File: src/rtl/serpack_pkg.sv
// -----------------------------------------------------------------------------
// serpack_pkg
//   Shared definitions for the serial length packer:
//     - FSM state encodings (legacy constants) and the matching state enum
//     - pointer / occupancy width helpers for the result FIFO
//     - sig_len(): minimal frame length of a result word
//   No ports (package).
// -----------------------------------------------------------------------------
package serpack_pkg;

    localparam logic [1:0] ST_IDLE = 2'd0;
    localparam logic [1:0] ST_LEN  = 2'd1;
    localparam logic [1:0] ST_VAL  = 2'd2;
    localparam logic [1:0] ST_PAR  = 2'd3;

    typedef enum logic [1:0] {
        S_IDLE = ST_IDLE,
        S_LEN  = ST_LEN,
        S_VAL  = ST_VAL,
        S_PAR  = ST_PAR
    } state_e;

    // Widest result word sig_len() can measure.
    localparam int unsigned SIG_MAX_W = 128;
    typedef logic [SIG_MAX_W-1:0] sig_val_t;

    function automatic int unsigned fifo_ptr_w(input int unsigned depth);
        return $clog2(depth);
    endfunction

    // Occupancy-style counters must be able to hold the value DEPTH itself.
    function automatic int unsigned fifo_cnt_w(input int unsigned depth);
        return $clog2(depth) + 1;
    endfunction

    // Minimal number of value bits needed to represent the low 'width' bits of
    // 'value'. Unsigned: position of the highest 1 plus one. Signed: width
    // minus redundant sign bits. Either way the result is at least 1.
    function automatic int unsigned sig_len(input sig_val_t    value,
                                            input int unsigned width,
                                            input logic        signed_mode);
        int unsigned len;
        sig_val_t    sh;
        logic        sign;
        len  = 1;
        sh   = value >> (width - 1);
        sign = signed_mode & sh[0];
        sh   = value;
        for (int unsigned i = 0; i < SIG_MAX_W; i++) begin
            if (signed_mode) begin
                if ((i + 1 < width) && (sh[0] != sign)) len = i + 2;
            end else begin
                if ((i < width) && sh[0]) len = i + 1;
            end
            sh = sh >> 1;
        end
        return len;
    endfunction

endpackage

File: src/rtl/serial_len_packer_if.sv
// -----------------------------------------------------------------------------
// serial_len_packer_if
//   Groups the result-input handshake and the serial output of the packer.
//     in_valid/in_ready/in_value/in_last : result word push handshake
//     out_valid/out_value                : serial frame bit stream
//   master: the producer/consumer side (core + pads); slave: the packer.
// -----------------------------------------------------------------------------
interface serial_len_packer_if #(
    parameter int unsigned VAL_W = 40
);
    logic             in_valid;
    logic             in_ready;
    logic [VAL_W-1:0] in_value;
    logic             in_last;
    logic             out_valid;
    logic             out_value;

    modport master (
        output in_valid, in_value, in_last,
        input  in_ready, out_valid, out_value
    );

    modport slave (
        input  in_valid, in_value, in_last,
        output in_ready, out_valid, out_value
    );
endinterface

File: src/rtl/serpack_fifo.sv
// -----------------------------------------------------------------------------
// serpack_fifo
//   Synchronous first-word-fall-through FIFO, DEPTH x WIDTH.
//     clk, rst     : clock, synchronous active-high reset (empties the FIFO)
//     push_i       : write push_data_i when not full
//     push_data_i  : write data
//     pop_i        : discard head entry when not empty
//     pop_data_o   : current head entry (valid while !empty_o)
//     full_o       : no free entry
//     empty_o      : no stored entry
// -----------------------------------------------------------------------------
module serpack_fifo
    import serpack_pkg::*;
#(
    parameter int unsigned WIDTH = 41,
    parameter int unsigned DEPTH = 16
) (
    input  logic             clk,
    input  logic             rst,
    input  logic             push_i,
    input  logic [WIDTH-1:0] push_data_i,
    input  logic             pop_i,
    output logic [WIDTH-1:0] pop_data_o,
    output logic             full_o,
    output logic             empty_o
);
    localparam int unsigned PTR_W = fifo_ptr_w(DEPTH);

    logic [WIDTH-1:0] mem_q [DEPTH];
    logic [PTR_W:0]   wr_ptr_q;
    logic [PTR_W:0]   rd_ptr_q;
    logic             do_push;
    logic             do_pop;

    // Pointers carry one wrap bit so full and empty are distinguishable.
    assign full_o     = (wr_ptr_q[PTR_W] != rd_ptr_q[PTR_W]) &&
                        (wr_ptr_q[PTR_W-1:0] == rd_ptr_q[PTR_W-1:0]);
    assign empty_o    = (wr_ptr_q == rd_ptr_q);
    assign do_push    = push_i && !full_o;
    assign do_pop     = pop_i && !empty_o;
    assign pop_data_o = mem_q[rd_ptr_q[PTR_W-1:0]];

    always_ff @(posedge clk) begin
        if (do_push) mem_q[wr_ptr_q[PTR_W-1:0]] <= push_data_i;
    end

    always_ff @(posedge clk) begin
        if (rst) begin
            wr_ptr_q <= '0;
            rd_ptr_q <= '0;
        end else begin
            if (do_push) wr_ptr_q <= wr_ptr_q + 1'b1;
            if (do_pop)  rd_ptr_q <= rd_ptr_q + 1'b1;
        end
    end
endmodule

File: src/rtl/serial_len_packer.sv
// -----------------------------------------------------------------------------
// serial_len_packer
//   Buffers result words and sends them as variable-length serial frames:
//   LEN_W-bit length L (MSB first) then the low L value bits (MSB first).
//   Frames of one burst are sent back-to-back; a burst starts when a word
//   carrying in_last is buffered (or the FIFO is full) and hold is low.
//   Optional build macro SERPACK_PARITY_EN: appends one even-parity bit over
//   the length and value bits of every frame.
//     clk, rst   : clock, synchronous active-high reset
//     cfg_signed : 1 = two's-complement minimal length, 0 = unsigned length
//     hold       : blocks the start of a new burst
//     bus        : in_valid/in_ready/in_value/in_last, out_valid/out_value
//     busy       : FIFO non-empty or a burst in progress
//     underrun   : sticky, FIFO ran dry mid-burst before the last word
// -----------------------------------------------------------------------------
module serial_len_packer
    import serpack_pkg::*;
#(
    parameter int unsigned VAL_W = 40,
    parameter int unsigned LEN_W = 6,
    parameter int unsigned DEPTH = 16
) (
    input  logic                clk,
    input  logic                rst,
    input  logic                cfg_signed,
    input  logic                hold,
    serial_len_packer_if.slave  bus,
    output logic                busy,
    output logic                underrun
);
    localparam int unsigned CNT_W = fifo_cnt_w(DEPTH);

    if (((64'd1 << LEN_W) - 64'd1) < 64'(VAL_W)) begin : g_len_w_chk
        $error("serial_len_packer: LEN_W cannot encode a length of VAL_W");
    end
    if ((DEPTH < 2) || ((DEPTH & (DEPTH - 1)) != 0)) begin : g_depth_chk
        $error("serial_len_packer: DEPTH must be a power of 2 and >= 2");
    end
    if (VAL_W > SIG_MAX_W) begin : g_val_w_chk
        $error("serial_len_packer: VAL_W exceeds SIG_MAX_W");
    end

    state_e           state_q,     state_d;
    logic [LEN_W-1:0] len_q,       len_d;
    logic [LEN_W-1:0] len_sh_q,    len_sh_d;
    logic [LEN_W-1:0] cnt_q,       cnt_d;
    logic [VAL_W-1:0] val_sh_q,    val_sh_d;
    logic             last_q,      last_d;
    logic             par_q,       par_d;
    logic             out_valid_q, out_valid_d;
    logic             out_value_q, out_value_d;
    logic             underrun_q,  underrun_d;
    logic [CNT_W-1:0] last_cnt_q,  last_cnt_d;

    logic             fifo_full;
    logic             fifo_empty;
    logic             fifo_pop;
    logic             push_ok;
    logic [VAL_W:0]   fifo_head;
    logic [LEN_W-1:0] head_len;
    logic [VAL_W-1:0] head_aligned;
    logic             start_ok;
    logic             frame_done;
    logic             load;
    logic             bit_d;

    serpack_fifo #(
        .WIDTH (VAL_W + 1),
        .DEPTH (DEPTH)
    ) u_fifo (
        .clk         (clk),
        .rst         (rst),
        .push_i      (bus.in_valid),
        .push_data_i ({bus.in_last, bus.in_value}),
        .pop_i       (fifo_pop),
        .pop_data_o  (fifo_head),
        .full_o      (fifo_full),
        .empty_o     (fifo_empty)
    );

    assign push_ok = bus.in_valid && !fifo_full;

    // Length is taken from the head word at pop time, so cfg_signed only
    // matters at the instant a word leaves the FIFO.
    assign head_len     = LEN_W'(sig_len(sig_val_t'(fifo_head[VAL_W-1:0]), VAL_W, cfg_signed));
    // Left-align the L value bits so the value phase always shifts out the MSB.
    assign head_aligned = fifo_head[VAL_W-1:0] << (VAL_W - int'(head_len));

    assign start_ok = (state_q == S_IDLE) && !hold &&
                      ((last_cnt_q != '0) || fifo_full);

    always_comb begin
        state_d     = state_q;
        len_d       = len_q;
        len_sh_d    = len_sh_q;
        cnt_d       = cnt_q;
        val_sh_d    = val_sh_q;
        last_d      = last_q;
        out_valid_d = out_valid_q;
        underrun_d  = underrun_q;
        fifo_pop    = 1'b0;
        frame_done  = 1'b0;
        load        = 1'b0;
        bit_d       = 1'b0;

        // cnt_q counts the bits of the current field still to come after the
        // one presently on out_value.
        unique case (state_q)
            S_IDLE: begin
                if (start_ok) load = 1'b1;
            end
            S_LEN: begin
                if (cnt_q != '0) begin
                    bit_d    = len_sh_q[LEN_W-1];
                    len_sh_d = len_sh_q << 1;
                    cnt_d    = cnt_q - 1'b1;
                end else begin
                    state_d  = S_VAL;
                    bit_d    = val_sh_q[VAL_W-1];
                    val_sh_d = val_sh_q << 1;
                    cnt_d    = len_q - 1'b1;
                end
            end
            S_VAL: begin
                if (cnt_q != '0) begin
                    bit_d    = val_sh_q[VAL_W-1];
                    val_sh_d = val_sh_q << 1;
                    cnt_d    = cnt_q - 1'b1;
                end else begin
`ifdef SERPACK_PARITY_EN
                    state_d = S_PAR;
                    bit_d   = par_q;
`else
                    frame_done = 1'b1;
`endif
                end
            end
            S_PAR: begin
                frame_done = 1'b1;
            end
            default: begin
                state_d = S_IDLE;
            end
        endcase

        if (frame_done) begin
            if (last_q) begin
                state_d     = S_IDLE;
                out_valid_d = 1'b0;
            end else if (!fifo_empty) begin
                load = 1'b1;
            end else begin
                state_d     = S_IDLE;
                out_valid_d = 1'b0;
                underrun_d  = 1'b1;
            end
        end

        if (load) begin
            fifo_pop    = 1'b1;
            state_d     = S_LEN;
            len_d       = head_len;
            bit_d       = head_len[LEN_W-1];
            len_sh_d    = head_len << 1;
            cnt_d       = LEN_W'(LEN_W - 1);
            val_sh_d    = head_aligned;
            last_d      = fifo_head[VAL_W];
            out_valid_d = 1'b1;
        end

        out_value_d = out_valid_d & bit_d;
        // Running parity includes the bit now being emitted; a fresh frame restarts it.
        par_d       = load ? bit_d : (par_q ^ bit_d);
    end

    always_comb begin
        last_cnt_d = last_cnt_q;
        if ((push_ok && bus.in_last) && !(fifo_pop && fifo_head[VAL_W])) begin
            last_cnt_d = last_cnt_q + 1'b1;
        end else if (!(push_ok && bus.in_last) && (fifo_pop && fifo_head[VAL_W])) begin
            last_cnt_d = last_cnt_q - 1'b1;
        end
    end

    always_ff @(posedge clk) begin
        if (rst) begin
            state_q     <= S_IDLE;
            len_q       <= '0;
            len_sh_q    <= '0;
            cnt_q       <= '0;
            val_sh_q    <= '0;
            last_q      <= 1'b0;
            par_q       <= 1'b0;
            out_valid_q <= 1'b0;
            out_value_q <= 1'b0;
            underrun_q  <= 1'b0;
            last_cnt_q  <= '0;
        end else begin
            state_q     <= state_d;
            len_q       <= len_d;
            len_sh_q    <= len_sh_d;
            cnt_q       <= cnt_d;
            val_sh_q    <= val_sh_d;
            last_q      <= last_d;
            par_q       <= par_d;
            out_valid_q <= out_valid_d;
            out_value_q <= out_value_d;
            underrun_q  <= underrun_d;
            last_cnt_q  <= last_cnt_d;
        end
    end

    assign bus.in_ready  = !fifo_full;
    assign bus.out_valid = out_valid_q;
    assign bus.out_value = out_value_q;
    assign busy          = !fifo_empty || (state_q != S_IDLE);
    assign underrun      = underrun_q;
endmodule

File: src/flat_wrapper.sv
// flat-port wrapper written by rule: the top's interface ports become plain ports
module serial_len_packer_flat import serpack_pkg::*;
#(
    parameter int unsigned VAL_W = 40,
    parameter int unsigned LEN_W = 6,
    parameter int unsigned DEPTH = 16
)
  (clk, rst, cfg_signed, hold, busy, underrun, bus_in_valid, bus_in_value, bus_in_last, bus_in_ready, bus_out_valid, bus_out_value);
  serial_len_packer_if #(.VAL_W(VAL_W)) bus_i ();
  input  logic clk;
  input  logic rst;
  input  logic cfg_signed;
  input  logic hold;
  output logic busy;
  output logic underrun;
  input wire logic [$bits(bus_i.in_valid)-1:0] bus_in_valid;
  input wire logic [$bits(bus_i.in_value)-1:0] bus_in_value;
  input wire logic [$bits(bus_i.in_last)-1:0] bus_in_last;
  output wire logic [$bits(bus_i.in_ready)-1:0] bus_in_ready;
  output wire logic [$bits(bus_i.out_valid)-1:0] bus_out_valid;
  output wire logic [$bits(bus_i.out_value)-1:0] bus_out_value;
  assign bus_i.in_valid = bus_in_valid;
  assign bus_i.in_value = bus_in_value;
  assign bus_i.in_last = bus_in_last;
  assign bus_in_ready = bus_i.in_ready;
  assign bus_out_valid = bus_i.out_valid;
  assign bus_out_value = bus_i.out_value;
  serial_len_packer #(.VAL_W(VAL_W), .LEN_W(LEN_W), .DEPTH(DEPTH)) u_core (.clk(clk), .rst(rst), .cfg_signed(cfg_signed), .hold(hold), .bus(bus_i), .busy(busy), .underrun(underrun));
endmodule
File: config.mk
export PLATFORM = sky130hd
export DESIGN_NAME = serial_len_packer_flat
export DESIGN_NICKNAME = d
export VERILOG_FILES = /design/src/rtl/serpack_pkg.sv /design/src/rtl/serial_len_packer_if.sv /design/src/rtl/serpack_fifo.sv /design/src/rtl/serial_len_packer.sv /design/src/flat_wrapper.sv
export SDC_FILE = /design/constraint.sdc
export NUM_CORES = 1
export LEC_CHECK = 0
export CAP_MARGIN = 5
export CORE_UTILIZATION = 30
export DETAILED_ROUTE_END_ITERATION = 12
export PLACE_DENSITY_LB_ADDON = 0.12
export SLEW_MARGIN = 10
export SYNTH_ARGS = -nofsm -noshare
export SYNTH_HDL_FRONTEND = slang
export SYNTH_SLANG_ARGS = --single-unit
File: constraint.sdc
create_clock -name clk -period 6.8 [get_ports clk]
set_input_delay 1.36 -clock clk [delete_from_list [all_inputs] [get_ports clk]]
set_output_delay 1.36 -clock clk [all_outputs]
set_load 0.03 [all_outputs]
# After elaboration in Yosys (flattened, before gate mapping)
# Memories as Yosys holds them, arrays and structs flattened. A register that Yosys moved wholly into a read port is not among the register bits.
# Cells that the tools add are included.
# Widths: inputs -> output; s select.
[op_classes]
n_addsub = 7
eq_ne = 48
shifts = 1
muxes = 157
bitwise_logic = 3
n_reduce_logical = 31
[op_table]
columns = ["cell", "count"]
rows = [
  ["$mux 6", 121],
  ["$mux 40", 3],
  ["$pmux 40 s2", 1],
  ["$ne 1x1->1", 40],
  ["$shl 40x32->40", 1],
  ["$mux 1", 17],
  ["$add 5x1->5 const B", 3],
  ["$mux 2", 7],
  ["$pmux 6 s2", 1],
  ["$sub 6x1->6 const B", 2],
  ["$mux 5", 2],
  ["$reduce_bool 2->1", 5],
  ["$logic_and 1x1->1", 9],
  ["$mux 4", 2],
  ["$sub 6x6->7 const A", 1],
  ["$reduce_and 2->1", 3],
  ["$reduce_and 3->1", 2],
  ["$reduce_bool 6->1", 1],
  ["$eq 5x5->1", 1],
  ["$logic_not 1->1", 5],
  ["$reduce_bool 5->1", 1],
  ["$sub 5x1->5 const B", 1],
  ["$eq 2x2->1 const B", 2],
  ["$eq 4x4->1", 1],
  ["12 further kinds", 15],
]
[totals]
regBits = 78
ram_bits = 656
in_bits = 46
out_inout_bits = 5
word_cells = 262
memories = 1
[memory_table]
columns = ["name", "depth", "word_bits", "rd", "rd_ports_with_merged_regs", "wr", "line", "text"]
rows = [
  ["u_core.u_fifo.mem_q", 16, 41, 1, 1, 1, "serpack_fifo.sv:29", "logic [WIDTH-1:0] mem_q [DEPTH];"],
]

# Depth between registers and ports, before layout
# Gate-level depths: netlist (run 1).
[depth]
ltp_word = 85
mapped_depth = 31
ltp_nobuf = 21

# Modules after synthesis
# From an unflattened synthesis (run 1), not the netlist that was laid out.
[hier_totals]
hier_cells = 2088
hier_area_um2 = 33547.2
[by_module_without_submodules]
columns = ["mod", "n_inst", "cells_each", "area_per_inst_um2", "seq_area_each_um2"]
rows = [
  ["serpack_fifo", 1, 1009, 25826.0, 19979.2],
  ["serial_len_packer", 1, 1079, 7721.2, 1361.3],
]

# Worst setup path after synthesis (run 1)
# OpenSTA, ideal clock, no wires.
[synth_timing]
path_type = "in2reg"
from = "input port cfg_signed"
to = "register u_core.val_sh_q[28]"
arrival_time_ns = 5.886
path_slack_ns = 0.777
stages = 24
path_cell_list = "nand2_1 -> o32a_1 -> buf_2 -> and2_1 -> and3_1 -> or4_1 -> and2b_1 -> o211a_4 -> nor2_4 -> inv_2 -> buf_2 -> clkbuf_1 -> ha_1 -> clkbuf_1 -> clkbuf_1 -> nor2_1 -> o2111ai_1 -> and2_0 -> nand3_1 -> a22oi_1 -> o221ai_1 -> mux2_2 -> a221oi_1 -> a311oi_1"
[synth_between]
elab_chain_cells = 85
[synth_lines]
columns = ["item", "line", "text"]
rows = [
  ["start: declaration", "flat_wrapper.sv:12", "input logic cfg_signed;"],
  ["$and 1x1->1", "serpack_pkg.sv:47", "sign = signed_mode & sh[0];"],
  ["$ne 1x1->1", "serpack_pkg.sv:51", "if ((i + 1 < width) && (sh[0] != sign)) len = i + 2;"],
  ["$mux 2", "serpack_pkg.sv:51", ""],
  ["$mux 2", "serpack_pkg.sv:50", "if (signed_mode) begin"],
  ["$mux 6, on equally long branches", "serpack_pkg.sv:53, serpack_pkg.sv:51", ""],
  ["$mux 6", "serpack_pkg.sv:50", ""],
  ["$mux 6, on equally long branches", "serpack_pkg.sv:53, serpack_pkg.sv:51", ""],
  ["$mux 6", "serpack_pkg.sv:50", ""],
  ["[... 69 more ...]", "-", ""],
  ["$mux 6", "serpack_pkg.sv:50", ""],
  ["$mux 6, on equally long branches", "serpack_pkg.sv:53, serpack_pkg.sv:51", ""],
  ["$mux 6", "serpack_pkg.sv:50", ""],
  ["$mux 6", "serpack_pkg.sv:53", "if ((i < width) && sh[0]) len = i + 1;"],
  ["$mux 6 (*)", "serpack_pkg.sv:50", ""],
  ["$sub 6x6->7 (*)", "serial_len_packer.sv:87", "assign head_aligned = fifo_head[VAL_W-1:0] << (VAL_W - int'(head_len));"],
  ["$shl 40x32->40 (*)", "serial_len_packer.sv:87", ""],
  ["$mux 40 (*)", "serial_len_packer.sv:159", "if (load) begin"],
  ["end signal: assignment", "serial_len_packer.sv:203", "val_sh_q <= val_sh_d;"],
  ["end: declaration", "serial_len_packer.sv:47", "logic [VAL_W-1:0] val_sh_q, val_sh_d;"],
]
# Mark *: on every way between the ends. The rest lies on a longest branch, timed or not.
# A chain may end at the register's enable or synchronous reset.

==> results of run 1 <==
[worst max-delay path, stage by stage (launching register included)]
cell and delay [ns]:
dfxtp_4 0.64, buf_12 0.31, mux4_2 0.36, nand2_1 0.14
nand4_1 0.49, nor3_1 0.35, a311o_1 0.26, a32oi_1 0.17
o2111ai_1 0.22, nand3_1 0.16, a21oi_1 0.35, inv_1 0.12
ha_1 0.26, buf_12 0.17, nor3_1 0.23, a21boi_1 0.30
nor2_1 0.10, buf_4 0.22, nor2_1 0.37, nand2_1 0.21
or4_1 0.43, a311oi_1 0.28, and3_1 0.18
[power by group through the flow]
stage	sequential [mW]	clock, mW	combinational, mW
after detailed placement	5.36	0	7.31
after global routing	5.28	4.98	7.97
after global placement	5.35	0	7.35
final	5.26	4.70	7.41
after floorplan	5.32	0	4.60
after CTS	5.26	4.83	7.34
[cell families after synthesis]
group / synth area share [%]
simple gates: 10.1
flops: 62.3
mux: 12.4
buf+inv: 2.92
fa+ha+maj: 0.642
compound gates: 10.9
xor+xnor: 0.715
[cell type report]
cell class	instances	share of cell area (%)
clock buffers	106	5.56
inverters	26	0.241
flip-flops and latches	738	52.8
repair buffers	238	5.26
well taps	1500	4.64
clock inverters	50	1.52
multi-input cells	1494	30.0
[through the flow]
| stage | setup WS, ns | hold slack, ns |
|---|---|---|
| 2_1_floorplan | 0.777 | 0.455 |
| 6_report | 0.329 | 0.475 |
| 4_1_cts | 0.0794 | 0.481 |
| 3_3_place_gp | 0.0488 | 0.470 |
| 5_1_grt | 0.0610 | 0.497 |
| 3_5_place_dp | -0.00193 | 0.474 |
[placed cells by master, fill, tap and decap left out, types with 13 or more instances in the layout]
master / instances
a21oi_1: 85
a211oi_1: 46
nand4_1: 33
or3_1: 15
nor2_1: 172
clkbuf_16: 86
a311oi_1: 15
clkdlybuf4s50_1: 48
clkbuf_1: 18
o2111ai_1: 13
o211ai_1: 19
nor3_1: 72
a22o_1: 21
nor2_4: 15
mux4_2: 163
nand3_1: 42
o21ai_0: 60
clkinv_1: 16
a31oi_1: 15
dfxtp_1: 80
nand2_1: 225
nand2b_1: 18
and3_1: 18
and4_1: 21
inv_1: 25
nor4_1: 22
buf_12: 16
o22ai_1: 22
a221oi_1: 28
a22oi_1: 30
buf_4: 170
edfxtp_1: 656
xnor2_1: 16
mux2i_1: 41
mux2_2: 14
ha_1: 16
[flip-flops by register name, summed over array words and instances, names as in the netlist, named ones only]
name / count
u_core.bus.out_valid: 1
u_core.len_sh_q: 5
u_core.last_q: 1
u_core.u_fifo.rd_ptr_q: 5
u_core.u_fifo.wr_ptr_q: 5
u_core.underrun: 1
u_core.cnt_q: 6
u_core.val_sh_q: 40
u_core.u_fifo.mem_q: 656
u_core.state_q: 2
u_core.len_q: 6
u_core.bus.out_value: 1
u_core.last_cnt_q: 5
[timing repair]
action	CTS	global route
setup endpoints to repair	0	9
setup buffers	0	1
gates resized for setup	0	7
hold buffers	0	0
[per-layer routing]
layer | vias to the layer above | GRT usage [%] | wire, um
li1 | 10100 | - | -
met1 | 12200 | 27.1 | 51500
met2 | 717 | 33.9 | 57600
met3 | 172 | 2.65 | 5200
met4 | 2 | 5.78 | 3140
met5 | - | 0 | 20
[worst paths after layout]
path	slack, ns	cells past startpoint	from	endpoint
worst max-delay path	0.33	22	flip-flop	u_core.val_sh_q[33]$_SDFFE_PP0P_
worst min-delay path	0.48	2	u_core.bus.out_valid$_SDFF_PP0_	u_core.bus.out_valid$_SDFF_PP0_
worst max register to register	0.33	22	flip-flop	u_core.val_sh_q[33]$_SDFFE_PP0P_
worst min register to register	0.48	2	u_core.bus.out_valid$_SDFF_PP0_	u_core.bus.out_valid$_SDFF_PP0_
==> impl_metrics.env, run 1 <==
export IMPL_grt_pass1_vias=23500
export IMPL_syn_avg_cell_area_um2=14.1
export IMPL_dp_cells=3995
export IMPL_cts_root_buf="clkbuf_16"
export IMPL_p_total_mw=17.4
export IMPL_max_freq_mhz=155
export IMPL_gr_usage_all_layers_pct=20.1
export IMPL_vias_per_cell=5.59
export IMPL_p_sw_share_pct=38.4
export IMPL_gp_congestion=0.912
export IMPL_synth_top_area_share_pct=57.5
export IMPL_worstSetupPathType="reg2reg"
export IMPL_synthTopCellsByCount="edfxtp_1 (656), nand2_1 (226), nor2_1 (186), mux4_2 (163), clkbuf_1 (95)"
export IMPL_ys_types=102
export IMPL_required_ns=7.39
export IMPL_final_util_pct=35.8
export IMPL_p_comb_share_pct=42.6
export IMPL_port_buffers=50
export IMPL_drive_above_1_share_pct=21.1
export IMPL_die_w_um=340
export IMPL_slew_viol_final=0
export IMPL_syn_nets=2494
export IMPL_antennaDiodeCount=0
export IMPL_numCtsBuffers=85
export IMPL_p_sw_mw=6.67
export IMPL_status="completed"
export IMPL_firstDrtPassIters=5
export IMPL_setup_tns_ns=0
export IMPL_leakage_nw=13.0
export IMPL_drt_initial_drc_count=2075
export IMPL_wirelength_um=117000
export IMPL_tightest_slew_ns=1.02
export IMPL_grt_first_pass_wirelength_um=170000
export IMPL_io_pins=51
export IMPL_hold_violations=0
export IMPL_drc_errors=0
export IMPL_ys_warnings_count=0
export IMPL_fin_nets=2646
export IMPL_grt_antenna_before_repair=2
export IMPL_start_util_pct=30.3
export IMPL_ant_nets=0
export IMPL_power_density_nw_per_um2=430
export IMPL_num_vias=23200
export IMPL_synthFlopType="edfxtp_1"
export IMPL_postPlaceCellArea_um2=37500
export IMPL_stdcell_count=4152
export IMPL_final_area_um2=40400
export IMPL_endpoint_kind="flip-flop"
export IMPL_cts_reportedPaths_clkPinSlew_ns=0.06
export IMPL_area_growth_pct=18.0
export IMPL_finClkSkew_ns=0.0512
export IMPL_dp_hpwl_um=78100
export IMPL_clock_latency_ns=0.68
export IMPL_area_sequential_um2=21300
export IMPL_die_h_um=340
export IMPL_yosysSeqAreaShare_pct=62.3
export IMPL_power_clock_fraction_pct=27.1
export IMPL_synth_top_cells_by_area="edfxtp_1 (57%), mux4_2 (11%), dfxtp_1 (4.8%)"
export IMPL_yosysTopAreaCell="edfxtp_1"
export IMPL_hold_class="reg2reg"
export IMPL_grt_overflow_total=0
export IMPL_rsz0062_at_grt="false"
export IMPL_p_int_mw=10.7
export IMPL_min_period_ns=6.47
export IMPL_cp_start_kind="flip-flop"
export IMPL_synthArstFlopShare_pct=0
export IMPL_setup_viol=0
export IMPL_cts_tree="yes"
export IMPL_synth_edf_count=656
export IMPL_ir_worst_vdd_mv=0.238
export IMPL_relSlewSlack_pct=30.2
export IMPL_arrival_ns=7.06
export IMPL_ys_ff_latch=738
export IMPL_path_max_fanout=39
export IMPL_core_um2=113000
export IMPL_pwr_share_seq_pct=30.3
export IMPL_synth_cells=2431
export IMPL_grt_max_degree=47
export IMPL_wl_per_cell_um=28.3
export IMPL_dieArea_um2=116000
export IMPL_fillers=10900
export IMPL_layout_worst_path_cycle_share_pct=95.2
export IMPL_placementRows=123
export IMPL_maxCapViolations=0
export IMPL_cts_sinks=738
export IMPL_multi_input_area_um2=12100
export IMPL_cts_max_level=3
export IMPL_syn_area_um2=34300
export IMPL_cts_max_path_buffers=3
export IMPL_yosysMostFrequentCell="edfxtp_1"
(Power assumes the default switching activity.)
==> run 2: changes to the inputs <==
==> constraint.sdc (replaced) <==
create_clock -name clk -period 7.3 [get_ports clk]
set_input_delay 1.46 -clock clk [delete_from_list [all_inputs] [get_ports clk]]
set_output_delay 1.46 -clock clk [all_outputs]
set_load 0.03 [all_outputs]
==> impl_metrics.env, run 2 (synthesized netlist as in run 1, its figures left out) <==
export IMPL_placementRows=123
export IMPL_grt_max_degree=65
export IMPL_antennaDiodeCount=0
export IMPL_fillers=10900
export IMPL_final_common_cell="edfxtp_1"
export IMPL_crit_buf_inv=3
export IMPL_grt_first_pass_wirelength_um=169000
export IMPL_cts_root_buf="clkbuf_16"
export IMPL_arrival_ns=7.37
export IMPL_cp_common_cell="nor2_1"
export IMPL_grt_overflow_total=0
export IMPL_io_pins=51
export IMPL_hold_violations=0
export IMPL_cp_start_kind="flip-flop"
export IMPL_layout_worst_path_cycle_share_pct=93.7
export IMPL_cp_top_family="simple AND/OR/NAND/NOR gates"
export IMPL_rsz0062_at_grt="false"
export IMPL_area_growth_pct=16.7
export IMPL_worstSetupPathType="reg2reg"
export IMPL_finClkSkew_ns=0.0451
export IMPL_port_buffers=50
export IMPL_gr_usage_all_layers_pct=20.0
export IMPL_multi_input_area_um2=12100
export IMPL_area_sequential_um2=21300
export IMPL_grt_pass1_vias=23300
export IMPL_setup_tns_ns=0
export IMPL_numCtsBuffers=86
export IMPL_ir_worst_vdd_mv=0.179
export IMPL_drt_initial_drc_count=2089
export IMPL_wirelength_um=116000
export IMPL_required_ns=7.83
export IMPL_gp_congestion=0.912
export IMPL_maxCapViolations=0
export IMPL_wl_per_cell_um=28.3
export IMPL_leakage_nw=12.8
export IMPL_start_util_pct=30.3
export IMPL_drive_above_1_share_pct=19.4
export IMPL_tightest_slew_ns=1.14
export IMPL_largest_register_ffs=656
export IMPL_hold_class="reg2reg"
export IMPL_cts_max_path_buffers=3
export IMPL_drc_errors=0
export IMPL_core_um2=113000
export IMPL_ant_nets=0
export IMPL_die_w_um=340
export IMPL_cts_sinks=738
export IMPL_die_h_um=340
export IMPL_fin_nets=2599
export IMPL_cts_reportedPaths_clkPinSlew_ns=0.06
export IMPL_vias_per_cell=5.59
export IMPL_cts_max_level=3
export IMPL_endpoint_kind="flip-flop"
export IMPL_clock_latency_ns=0.68
export IMPL_status="completed"
export IMPL_slew_viol_final=0
export IMPL_worstPathCellList="buf_12, mux4_2, a22o_1, nor2_1, o21ai_0, and3_1, or4_1, o21bai_2, nand2_2, nor2_4, inv_2, ha_1, buf_4, nor2_1, o2111ai_1, nand2_1, nor4b_1, mux2i_1, a222oi_1, a221oi_1, o211a_1"
export IMPL_min_period_ns=6.84
export IMPL_firstDrtPassIters=7
export IMPL_max_freq_mhz=146
export IMPL_setup_viol=0
export IMPL_dp_hpwl_um=74400
export IMPL_path_max_fanout=39
export IMPL_dieArea_um2=116000
export IMPL_worst_path_largest_cell_delay_ns=0.78
export IMPL_cts_hold_buffers=0
export IMPL_grt_antenna_before_repair=5
export IMPL_p_total_mw=15.9
export IMPL_relSlewSlack_pct=24.1
export IMPL_most_common_layout_cells="edfxtp_1 (656), nand2_1 (226), nor2_1 (172), mux4_2 (163), buf_4 (127)"
export IMPL_num_vias=23000
export IMPL_cpMaxStageDelayCell="nor2_1"
export IMPL_power_density_nw_per_um2=398
export IMPL_cts_tree="yes"
-- run 2: cell count changes in the layout (fill, tap and decap cells not counted), moves of 2 or more --
cell	delta
clkinvlp_4	-2
a22oi_2	-2
buf_4	-43
clkinv_4	-2
clkinv_1	+4
inv_6	-2
buf_12	-3
a22oi_1	+2
clkinv_2	+5
-- run 2: power by group --
group          internal [mW]  leakage, nW  switching (mW)  total [mW]
Sequential              4.78         6.60           0.117        4.90
Clock                   2.63         1.40            1.76        4.38
Combinational           2.38         4.76            4.26        6.64
Total                   9.79         12.8            6.14        15.9
-- run 2: worst paths after layout --
path / startpoint / to / slack, ns / cells past startpoint
worst min-delay path: u_core.len_sh_q[2]$_SDFFE_PP0P_ / u_core.len_sh_q[3]$_SDFFE_PP0P_ / 0.48 / 2
worst max register to register: flip-flop / u_core.val_sh_q[36]$_SDFFE_PP0P_ / 0.46 / 21
worst min register to register: u_core.len_sh_q[2]$_SDFFE_PP0P_ / u_core.len_sh_q[3]$_SDFFE_PP0P_ / 0.48 / 2
worst max-delay path: flip-flop / u_core.val_sh_q[36]$_SDFFE_PP0P_ / 0.46 / 21
-- run 2: through the flow --
step | hold WS, ns | utilization [%] | instances | instance area (um^2) | setup slack (ns)
2_1_floorplan | 0.455 | - | 2431 | 34300 | 1.18
3_3_place_gp | 0.471 | 32.9 | 3947 | 37100 | 0.0758
3_5_place_dp | 0.478 | 32.9 | 3947 | 37100 | 0.104
4_1_cts | 0.490 | 35.4 | 4105 | 40000 | 0.347
5_1_grt | 0.513 | 35.4 | 4106 | 40000 | 0.122
6_report | 0.482 | 35.4 | 4106 | 40000 | 0.458
-- run 2: area by class of cell --
cell class / instances / area share, %
clock buffers: 105 / 5.64
repair buffers: 190 / 4.26
inverters: 26 / 0.244
well taps: 1500 / 4.69
flip-flops and latches: 738 / 53.4
multi-input cells: 1494 / 30.3
clock inverters: 53 / 1.53
-- run 2: repair_timing --
action / in CTS / in global routing
setup endpoints to repair: 0 / 2
buffers inserted: 0 / 1
gates resized for setup: 0 / 1
-- run 2: worst reg2reg max path, cell delays in order (launching register included) --
cell       delay [ns]
dfxtp_4          0.37
buf_12           0.25
mux4_2           0.66
a22o_1           0.24
nor2_1           0.78
o21ai_0          0.19
and3_1           0.23
or4_1            0.56
o21bai_2         0.27
nand2_2          0.27
nor2_4           0.06
inv_2            0.06
ha_1             0.24
buf_4            0.30
nor2_1           0.11
o2111ai_1        0.21
nand2_1          0.08
nor4b_1          0.58
mux2i_1          0.28
a222oi_1         0.52
a221oi_1         0.20
o211a_1          0.25
-- run 2: per-layer routing --
layer / GRT usage (%) / up-vias / wire, um
met2: 32.4 / 789 / 54800
met3: 2.39 / 177 / 5410
li1: - / 9987 / -
met4: 7.33 / 2 / 4150
met1: 27.5 / 12000 / 51900
met5: 0 / - / 13
